<file path="src/rtl/nn_result_pkg.sv">
// Shared types and constants for the neural-network result frame transmitter.
// Holds the FSM state encoding, the frame layout and the byte-selection helper.
package nn_result_pkg;

    typedef enum logic [1:0] {
        ST_IDLE = 2'd0,
        ST_SEND = 2'd1,
        ST_DONE = 2'd2
    } state_t;

    localparam int FRAME_LEN = 7;

    // Position of each byte inside the frame.
    localparam logic [2:0] IDX_SYNC  = 3'd0;
    localparam logic [2:0] IDX_IND   = 3'd1;
    localparam logic [2:0] IDX_R1_HI = 3'd2;
    localparam logic [2:0] IDX_R1_LO = 3'd3;
    localparam logic [2:0] IDX_R2_HI = 3'd4;
    localparam logic [2:0] IDX_R2_LO = 3'd5;
    localparam logic [2:0] IDX_CHK   = 3'd6;

    localparam logic [7:0] DEFAULT_SYNC_BYTE = 8'hA5;

    // Network result captured at the moment a frame is started.
    typedef struct packed {
        logic [15:0] rezultat_1;
        logic [15:0] rezultat_2;
        logic        indikator_1;
        logic        indikator_2;
    } snapshot_t;

    // Header/payload byte at a frame position; the checksum slot is filled elsewhere.
    function automatic logic [7:0] header_byte(input snapshot_t  s,
                                               input logic [7:0] sync,
                                               input logic [2:0] idx);
        logic [7:0] b;
        case (idx)
            IDX_SYNC:  b = sync;
            IDX_IND:   b = {6'b0, s.indikator_2, s.indikator_1};
            IDX_R1_HI: b = s.rezultat_1[15:8];
            IDX_R1_LO: b = s.rezultat_1[7:0];
            IDX_R2_HI: b = s.rezultat_2[15:8];
            IDX_R2_LO: b = s.rezultat_2[7:0];
            default:   b = 8'h00;
        endcase
        return b;
    endfunction

endpackage

</file>
<file path="src/rtl/nn_result_checksum.sv">
// Frame checksum: bitwise XOR of the six header and payload bytes.
module nn_result_checksum
    import nn_result_pkg::*;
(
    input  logic [5:0][7:0] frame_bytes,
    output logic [7:0]      chk
);

    // XOR-fold all bytes preceding the checksum slot
    always_comb begin
        chk = 8'h00;
        for (int i = 0; i < FRAME_LEN - 1; i++) begin
            chk = chk ^ frame_bytes[i];
        end
    end

endmodule

</file>
<file path="src/rtl/neural_net_result_tx.sv">
// Snapshots the neural-network result on a capture request and streams it
// out as a 7-byte frame over a valid/ready byte interface. Captures that
// arrive while a frame is in flight are dropped and counted.
module neural_net_result_tx
    import nn_result_pkg::*;
#(
    parameter logic [7:0] SYNC_BYTE  = DEFAULT_SYNC_BYTE,
    parameter int         DROP_CNT_W = 8
) (
    input  logic                  clk,
    input  logic                  rst,
    input  logic                  capture,
    input  logic [15:0]           rezultat_1,
    input  logic [15:0]           rezultat_2,
    input  logic                  indikator_1,
    input  logic                  indikator_2,
    output logic [7:0]            tx_data,
    output logic                  tx_valid,
    input  logic                  tx_ready,
    output logic                  busy,
    output logic                  frame_done,
    output logic [DROP_CNT_W-1:0] drop_cnt
);

    state_t          state;
    state_t          state_next;
    state_t          state_eff;
    logic [2:0]      index;
    logic [2:0]      index_next;
    snapshot_t       snap;
    logic            snap_load;
    logic            drop_inc;
    logic [5:0][7:0] frame_bytes;
    logic [7:0]      chk;

    // Header and payload bytes derived from the held snapshot
    always_comb begin
        for (int i = 0; i < FRAME_LEN - 1; i++) begin
            frame_bytes[i] = header_byte(snap, SYNC_BYTE, 3'(i));
        end
    end

    nn_result_checksum u_checksum (
        .frame_bytes (frame_bytes),
        .chk         (chk)
    );

    // Next-state, index, capture handling and frame outputs
    always_comb begin
        // NOTE: every output of this block gets a default first so no path can
        // leave one unassigned, which would otherwise infer a latch.
        state_next = state;
        index_next = index;
        snap_load  = 1'b0;
        drop_inc   = 1'b0;
        tx_valid   = 1'b0;
        tx_data    = 8'h00;
        busy       = 1'b0;
        frame_done = 1'b0;

        // An out-of-range index can only come from corruption; recover via IDLE.
        state_eff = state;
        if (state == ST_SEND && index > IDX_CHK) begin
            state_eff = ST_IDLE;
        end

        case (state_eff)
            ST_SEND: begin
                busy     = 1'b1;
                tx_valid = 1'b1;
                tx_data  = (index == IDX_CHK) ? chk : header_byte(snap, SYNC_BYTE, index);
                drop_inc = capture;
                if (tx_ready) begin
                    if (index == IDX_CHK) begin
                        state_next = ST_DONE;
                        index_next = 3'd0;
                    end else begin
                        index_next = index + 3'd1;
                    end
                end
            end

            ST_DONE: begin
                busy       = 1'b1;
                frame_done = 1'b1;
                drop_inc   = capture;
                state_next = ST_IDLE;
            end

            default: begin
                // IDLE and any unused encoding
                index_next = 3'd0;
                if (capture) begin
                    snap_load  = 1'b1;
                    state_next = ST_SEND;
                end else begin
                    state_next = ST_IDLE;
                end
            end
        endcase
    end

    // FSM state and byte index registers
    always_ff @(posedge clk or posedge rst) begin
        // NOTE: sequential state uses non-blocking assignments so every register
        // samples values from before the edge, independent of block order.
        if (rst) begin
            state <= ST_IDLE;
            index <= 3'd0;
        end else begin
            state <= state_next;
            index <= index_next;
        end
    end

    // Snapshot of the result inputs, loaded only when a frame is started
    always_ff @(posedge clk or posedge rst) begin
        // NOTE: the snapshot is a plain data register, but it is reset anyway
        // so a frame can never expose stale contents from before the reset.
        if (rst) begin
            snap <= '0;
        end else if (snap_load) begin
            snap <= '{rezultat_1:  rezultat_1,
                      rezultat_2:  rezultat_2,
                      indikator_1: indikator_1,
                      indikator_2: indikator_2};
        end
    end

    // Saturating count of captures rejected while busy
    always_ff @(posedge clk or posedge rst) begin
        if (rst) begin
            drop_cnt <= '0;
        end else if (drop_inc && (drop_cnt != '1)) begin
            drop_cnt <= drop_cnt + DROP_CNT_W'(1);
        end
    end

endmodule

</file>
<file path="config.mk">
export PLATFORM = sky130hd
export DESIGN_NAME = neural_net_result_tx
export DESIGN_NICKNAME = d
export VERILOG_FILES = /design/src/rtl/nn_result_pkg.sv /design/src/rtl/nn_result_checksum.sv /design/src/rtl/neural_net_result_tx.sv
export SDC_FILE = /design/constraint.sdc
export NUM_CORES = 1
export LEC_CHECK = 0
export BUFFER_PORTS_ARGS = -buffer_cell sky130_fd_sc_hd__buf_2
export CORE_MARGIN = 1.5
export CORE_UTILIZATION = 40
export CTS_CLUSTER_SIZE = 10
export DETAILED_ROUTE_END_ITERATION = 16
export GPL_ROUTABILITY_DRIVEN = 0
export REMOVE_ABC_BUFFERS = 1
export SLEW_MARGIN = 10
export SYNTH_ARGS = -nofsm -noshare
export SYNTH_HDL_FRONTEND = slang
export SYNTH_SLANG_ARGS = --single-unit
</file>
<file path="constraint.sdc">
create_clock -name clk -period 1.9 [get_ports clk]
set_input_delay 0 -clock clk [delete_from_list [all_inputs] [get_ports clk]]
set_output_delay 0 -clock clk [all_outputs]
set_load 0.01 [all_outputs]
</file>
# Word-level counts from Yosys, hierarchy flattened
# Index checks and enable logic that the tools add are counted.
# totals
in_bits,38
wordCells,51
reg_bits,47
# classes
bitwise,6
n_lt_le_gt_ge,1
reduce_logical,6
n_addsub,2
n_eq_ne,12
muxes,17
# op_table
cell,count
$pmux 8 s6,1
$xor 8x8->8,4
$mux 8,2
$eq 3x3->1 const B,3
$add 8x1->8 const B,1
$ne 8x8->1 const B,1
$mux 1,7
$eq 3x2->1 const B,2
$mux 2,3
$mux 3,2
$pmux 3 s2,1
$eq 2x1->1 const B,2
$ne 2x2->1 const B,2
$not 1->4,1
$pmux 2 s2,1
$reduce_and 2->1,2
$add 3x1->3 const B,1
$eq 3x1->1 const B,1
$gt 3x3->1 const B,1
$logic_not 3->1,1
$eq 2x2->1 const B,1
$logic_and 1x1->1,2
$reduce_or 2->1,1
$not 1->1,1

# Longest topological paths before layout
# logic_depth
word_depth,7
depth_mapped,9

# Modules after synthesis
# From an unflattened synthesis, not the netlist that was laid out.
# unflattened
cells_unflattened,246
area_unflattened_um2,3014.1
# modules_own_cells
module,area_per_inst_um2,cells_each,n_inst,seq_area_each_um2
neural_net_result_tx,2563.7,214,1,1176.1
nn_result_checksum,450.4,32,1,0.0

# Worst setup path before layout
# OpenSTA, ideal clock, no wires.
# synth_timing
path_type,register -> register
startpoint,reg index[0]
endpoint,reg snap (netlist bit frame_bytes[16])
t_required_ns,1.775
t_arrival_ns,1.864
path_stages_with_launch,9
slack_ns,-0.089
setup_ns,0.125
cell_sequence,dfrtp_1 > buf_6 > and2_1 > nand3_1 > nand2_1 > ha_1 > nand2_1 > buf_2 > mux2_2
# synth_via
elab_chain_cells,6
elab_cells_between_ends,7
cone_classes,1 x order compare; 2 x eq/ne; 2 x mux; 2 x reduce/logical
# synth_lines
element,line,rtl
start: declaration,neural_net_result_tx.sv:28,logic [2:0] index;
start signal: assignment,neural_net_result_tx.sv:112,index <= index_next;
$gt 3x3->1 (*),neural_net_result_tx.sv:63,if (state == ST_SEND && index > IDX_CHK) begin
$logic_and 1x1->1 (*),neural_net_result_tx.sv:63,
$mux 2 (*),neural_net_result_tx.sv:63,
$eq 2x2->1 / $eq 2x1->1 (equally long branches),neural_net_result_tx.sv:67,case (state_eff)
$reduce_or 2->1 (no line) (*),n/a,
$mux 1 (*),neural_net_result_tx.sv:67,
end signal: assignment,neural_net_result_tx.sv:123,"snap <= '{rezultat_1: rezultat_1,"
end: declaration,neural_net_result_tx.sv:30,snapshot_t snap;
# Every way passes the cells marked *; elsewhere a longest branch is shown, timed or not.
# A chain may end at the register's enable or synchronous reset.

# Worst setup path after layout
# layout_timing
startpoint,reg index[1]
endpoint,out tx_data[6]
# layout_via
elab_chain_cells,5
elab_cells_between_ends,14
cone_classes,1 x order compare; 7 x eq/ne; 4 x mux; 2 x reduce/logical
# layout_lines
element,line,rtl
$gt 3x3->1,neural_net_result_tx.sv:63,
$logic_and 1x1->1,neural_net_result_tx.sv:63,
$mux 2,neural_net_result_tx.sv:63,
$eq 2x1->1,neural_net_result_tx.sv:67,
$mux 8 (*),neural_net_result_tx.sv:67,
end: declaration,neural_net_result_tx.sv:17,"output logic [7:0] tx_data,"
# Marked as above.

==> impl_metrics.json <==
{
  "worst_skew_pair.late_latency_ns": 0.30,
  "cts-htree-levels": 2,
  "switching_share": 0.354,
  "synth_edf_count": 0,
  "dp_hpwl_um": 3750,
  "clock.fmax_mhz": 545,
  "final_layout_size_suffix_gt1_frac": 0.410,
  "clkSinkCount": 47,
  "final_net_count": 375,
  "clockRootBuffer": "sky130_fd_sc_hd__clkbuf_8",
  "critPathMaxFanout": 9,
  "fin_skew_ns": 0.00630,
  "cp.required_ns": 1.90,
  "antenna_found_initial": 0,
  "placed_cell_area_um2": 2960,
  "die-height_um": 82.8,
  "stdcell_count": 409,
  "total_number_of_vias": 2079,
  "number_of_port_buffers": 56,
  "synth.top_cell.area_share": 0.462,
  "timing.hold.worst.class": "input pin to register",
  "cts_tree": "built",
  "clock_path_buffers": 2,
  "run_status": "finished clean",
  "power-per-cell-area_nw_per_um2": 1270,
  "max_slew_violation_total_from_the_final_report": 0,
  "power.clock.fraction": 0.144,
  "timing.setup.critical_path_class": "register to output port",
  "synth_top_cell_by_area": "sky130_fd_sc_hd__dfrtp_1",
  "intPower_uw": 2950,
  "crit_path_cell_trace": "buf_6 -> buf_4 -> nand2b_1 -> o221ai_1 -> nand2_1 -> a21oi_1 -> buf_2",
  "rsz0062_at_grt": "yes",
  "worst-slew-pin-transition_ns": 0.355,
  "first_pass_grt_wire_length_um": 8560,
  "synth-seq-area-share": 0.462,
  "netsw_uw": 1610,
  "remaining_drc_errors": 0,
  "avg_wl_per_cell_um": 13.9,
  "comb_power_share": 0.466,
  "start_util": 0.422,
  "ir_drop_mv": 0.656,
  "area_delta_synth_final_pct": 41.3,
  "share_seq_of_total_power": 0.390,
  "finalCriticalPeriod_ns": 1.84,
  "synthArstFlopShare": 1.00,
  "drtAntennaViolNets": 0,
  "synthesis.area_um2": 2540,
  "grt_util_all_layers": 0.167,
  "post-route-period-util": 0.966,
  "worstHoldPathCells": 3,
  "worst_path_largest_cell_delay_ns": 0.40,
  "design.die.area_um2": 6850,
  "number_of_instances_in_the_synthesized_netlist": 226,
  "grt_pass1_vias": 1899,
  "timing.critical_path.slowest_stage_cell": "sky130_fd_sc_hd__dfrtp_1",
  "total_leakage_power_uw": 0.00162,
  "synthDistinctLibCells": 39,
  "worstPathArrival_ns": 1.84,
  "postSynthRegisterBits": 47,
  "critPathLaunchType": "register",
  "endpoint_kind": "output port",
  "path_clk_slew_ns": 0.09,
  "synth.avg_cell_area_um2": 11.3,
  "ys.flop_type": "sky130_fd_sc_hd__dfrtp_1",
  "wl_um": 5710,
  "reg2reg_setup_slack_ns": 0.07,
  "drv.max_cap_violation_count": 0,
  "antennaDiodeCount": 0,
  "hold_violations": 0,
  "finalHoldWorstSlack_ns": 0.0471,
  "via_per_inst": 5.08,
  "slew_headroom": 0.763,
  "std_cell_rows": 28,
  "rr_worst_depth": 7,
  "globalRoute.totalOverflow": 0,
  "floorplan.io_pins": 57,
  "synthesis.yosys.warnings": 0,
  "final_design_instance_area_without_fill_um2": 3600,
  "firstDrtPassIters": 4,
  "synthTopCellsByArea": "sky130_fd_sc_hd__dfrtp_1 46%, sky130_fd_sc_hd__mux2_2 15%, sky130_fd_sc_hd__xnor2_1 6.5%",
  "die_width_um": 82.8,
  "drt-initial-drc-count": 59,
  "cts_inserted_buffers": 5,
  "core_area_um2": 6030,
  "placed_insts": 358,
  "setup_viol": 0,
  "grt_start_max_net_pins": 28
}
## power groups by stage
stage               clock, uW  combinational (uW)  sequential, uW
CTS                       679                1960            1770
detailed placement          0                1870            1790
global placement            0                1820            1780
finish                    656                2130            1780
global route              708                2320            1840
floorplan                   0                1390            1760
## what timing repair did
item / 4_1_cts / 5_1_grt
hold buffers: 35 / 0
hold endpoints to repair: 48 / 0
setup endpoints to repair: 8 / 47
gates cloned: 0 / 1
gates resized for setup: 7 / 24
setup buffers: 0 / 7
pin swaps: 0 / 3
## cell type report
| cell class | count | area [um2] |
|---|---|---|
| clock buffer | 6 | 82.6 |
| timing repair buffer | 111 | 838 |
| fill | 521 | 2430 |
| multi-input combinational | 160 | 1360 |
| sequential | 47 | 1180 |
| inverter | 8 | 32.5 |
| clock inverter | 2 | 16.3 |
| tap | 75 | 93.8 |
## per-layer routing
layer | GRT usage | share of wire | up-vias
met4 | 0.0550 | 0.012 | 0
met1 | 0.217 | 0.47 | 1018
met2 | 0.276 | 0.48 | 46
li1 | - | - | 1007
met3 | 0.0352 | 0.039 | 8
met5 | 0 | 0 | -
## worst max-delay path: cells and delay by family, from the launching register on
family,cells,cell delay (ns)
AOI/OAI and AO/OA,2,0.36
DFF,1,0.40
and+or+nand+nor,2,0.32
buffers and inverters,3,0.45
## synthesized netlist by cell type (3+ instances only)
| cell type | n |
|---|---|
| sky130_fd_sc_hd__xnor2_1 | 19 |
| sky130_fd_sc_hd__buf_2 | 4 |
| sky130_fd_sc_hd__ha_1 | 4 |
| sky130_fd_sc_hd__inv_1 | 8 |
| sky130_fd_sc_hd__nand2_1 | 18 |
| sky130_fd_sc_hd__dfrtp_1 | 47 |
| sky130_fd_sc_hd__mux2_2 | 35 |
| sky130_fd_sc_hd__a21oi_1 | 10 |
| sky130_fd_sc_hd__nor2b_1 | 3 |
| sky130_fd_sc_hd__o221ai_1 | 4 |
| sky130_fd_sc_hd__o21ai_0 | 6 |
| sky130_fd_sc_hd__nand2b_1 | 4 |
| sky130_fd_sc_hd__and3_1 | 5 |
| sky130_fd_sc_hd__clkbuf_1 | 5 |
| sky130_fd_sc_hd__xor2_1 | 12 |
| sky130_fd_sc_hd__mux2i_1 | 6 |
| sky130_fd_sc_hd__nor2_1 | 7 |
## layout by cell type (no fill, tap or decap), drive strengths merged, types with 8 or more instances in the layout
cell type	instances
inv	8
dlygate4sd3	35
nand2	18
xor2	12
mux2	35
a21oi	11
buf	75
dfrtp	47
xnor2	19
## state kept, by name, indices dropped and copies added, names as in the netlist
name and count:
frame_bytes 34, state 2, drop_cnt 8, index 3
## worst paths after layout
kind	from	end
max reg2reg	index[0]$_DFFE_PP0P_	frame_bytes[30]$_DFFE_PP0P_
min	tx_ready	state[1]$_DFFE_PP0P_
max in group asynchronous	rst	frame_bytes[16]$_DFFE_PP0P_
min in group asynchronous	rst	frame_bytes[27]$_DFFE_PP0P_
min reg2reg	drop_cnt[7]$_DFFE_PP0P_	drop_cnt[7]$_DFFE_PP0P_
max	index[1]$_DFFE_PP0P_	tx_data[6]
## through the flow
| step | utilization | setup WS [ns] | total power (uW) | TNS, ns |
|---|---|---|---|---|
| global route | 0.597 | -0.0132 | 4870 | -0.0290 |
| CTS | 0.571 | -0.00995 | 4410 | -0.0211 |
| finish | 0.597 | 0.0648 | 4560 | 0 |
| detailed placement | 0.491 | 0.0280 | 3660 | 0 |
| global placement | 0.491 | 0.0500 | 3610 | 0 |
| floorplan | - | -0.660 | 3150 | -24.05 |
## kinds of logic after synthesis
kind of cell | synth area share
AO/OA/AOI/OAI | 0.0890
XOR/XNOR | 0.116
adder cells (fa/ha/maj) | 0.0197
buffers and inverters | 0.0359
flip-flops | 0.462
multiplexers | 0.178
AND/OR/NAND/NOR | 0.0993
Power figures use the tool's default switching activity.
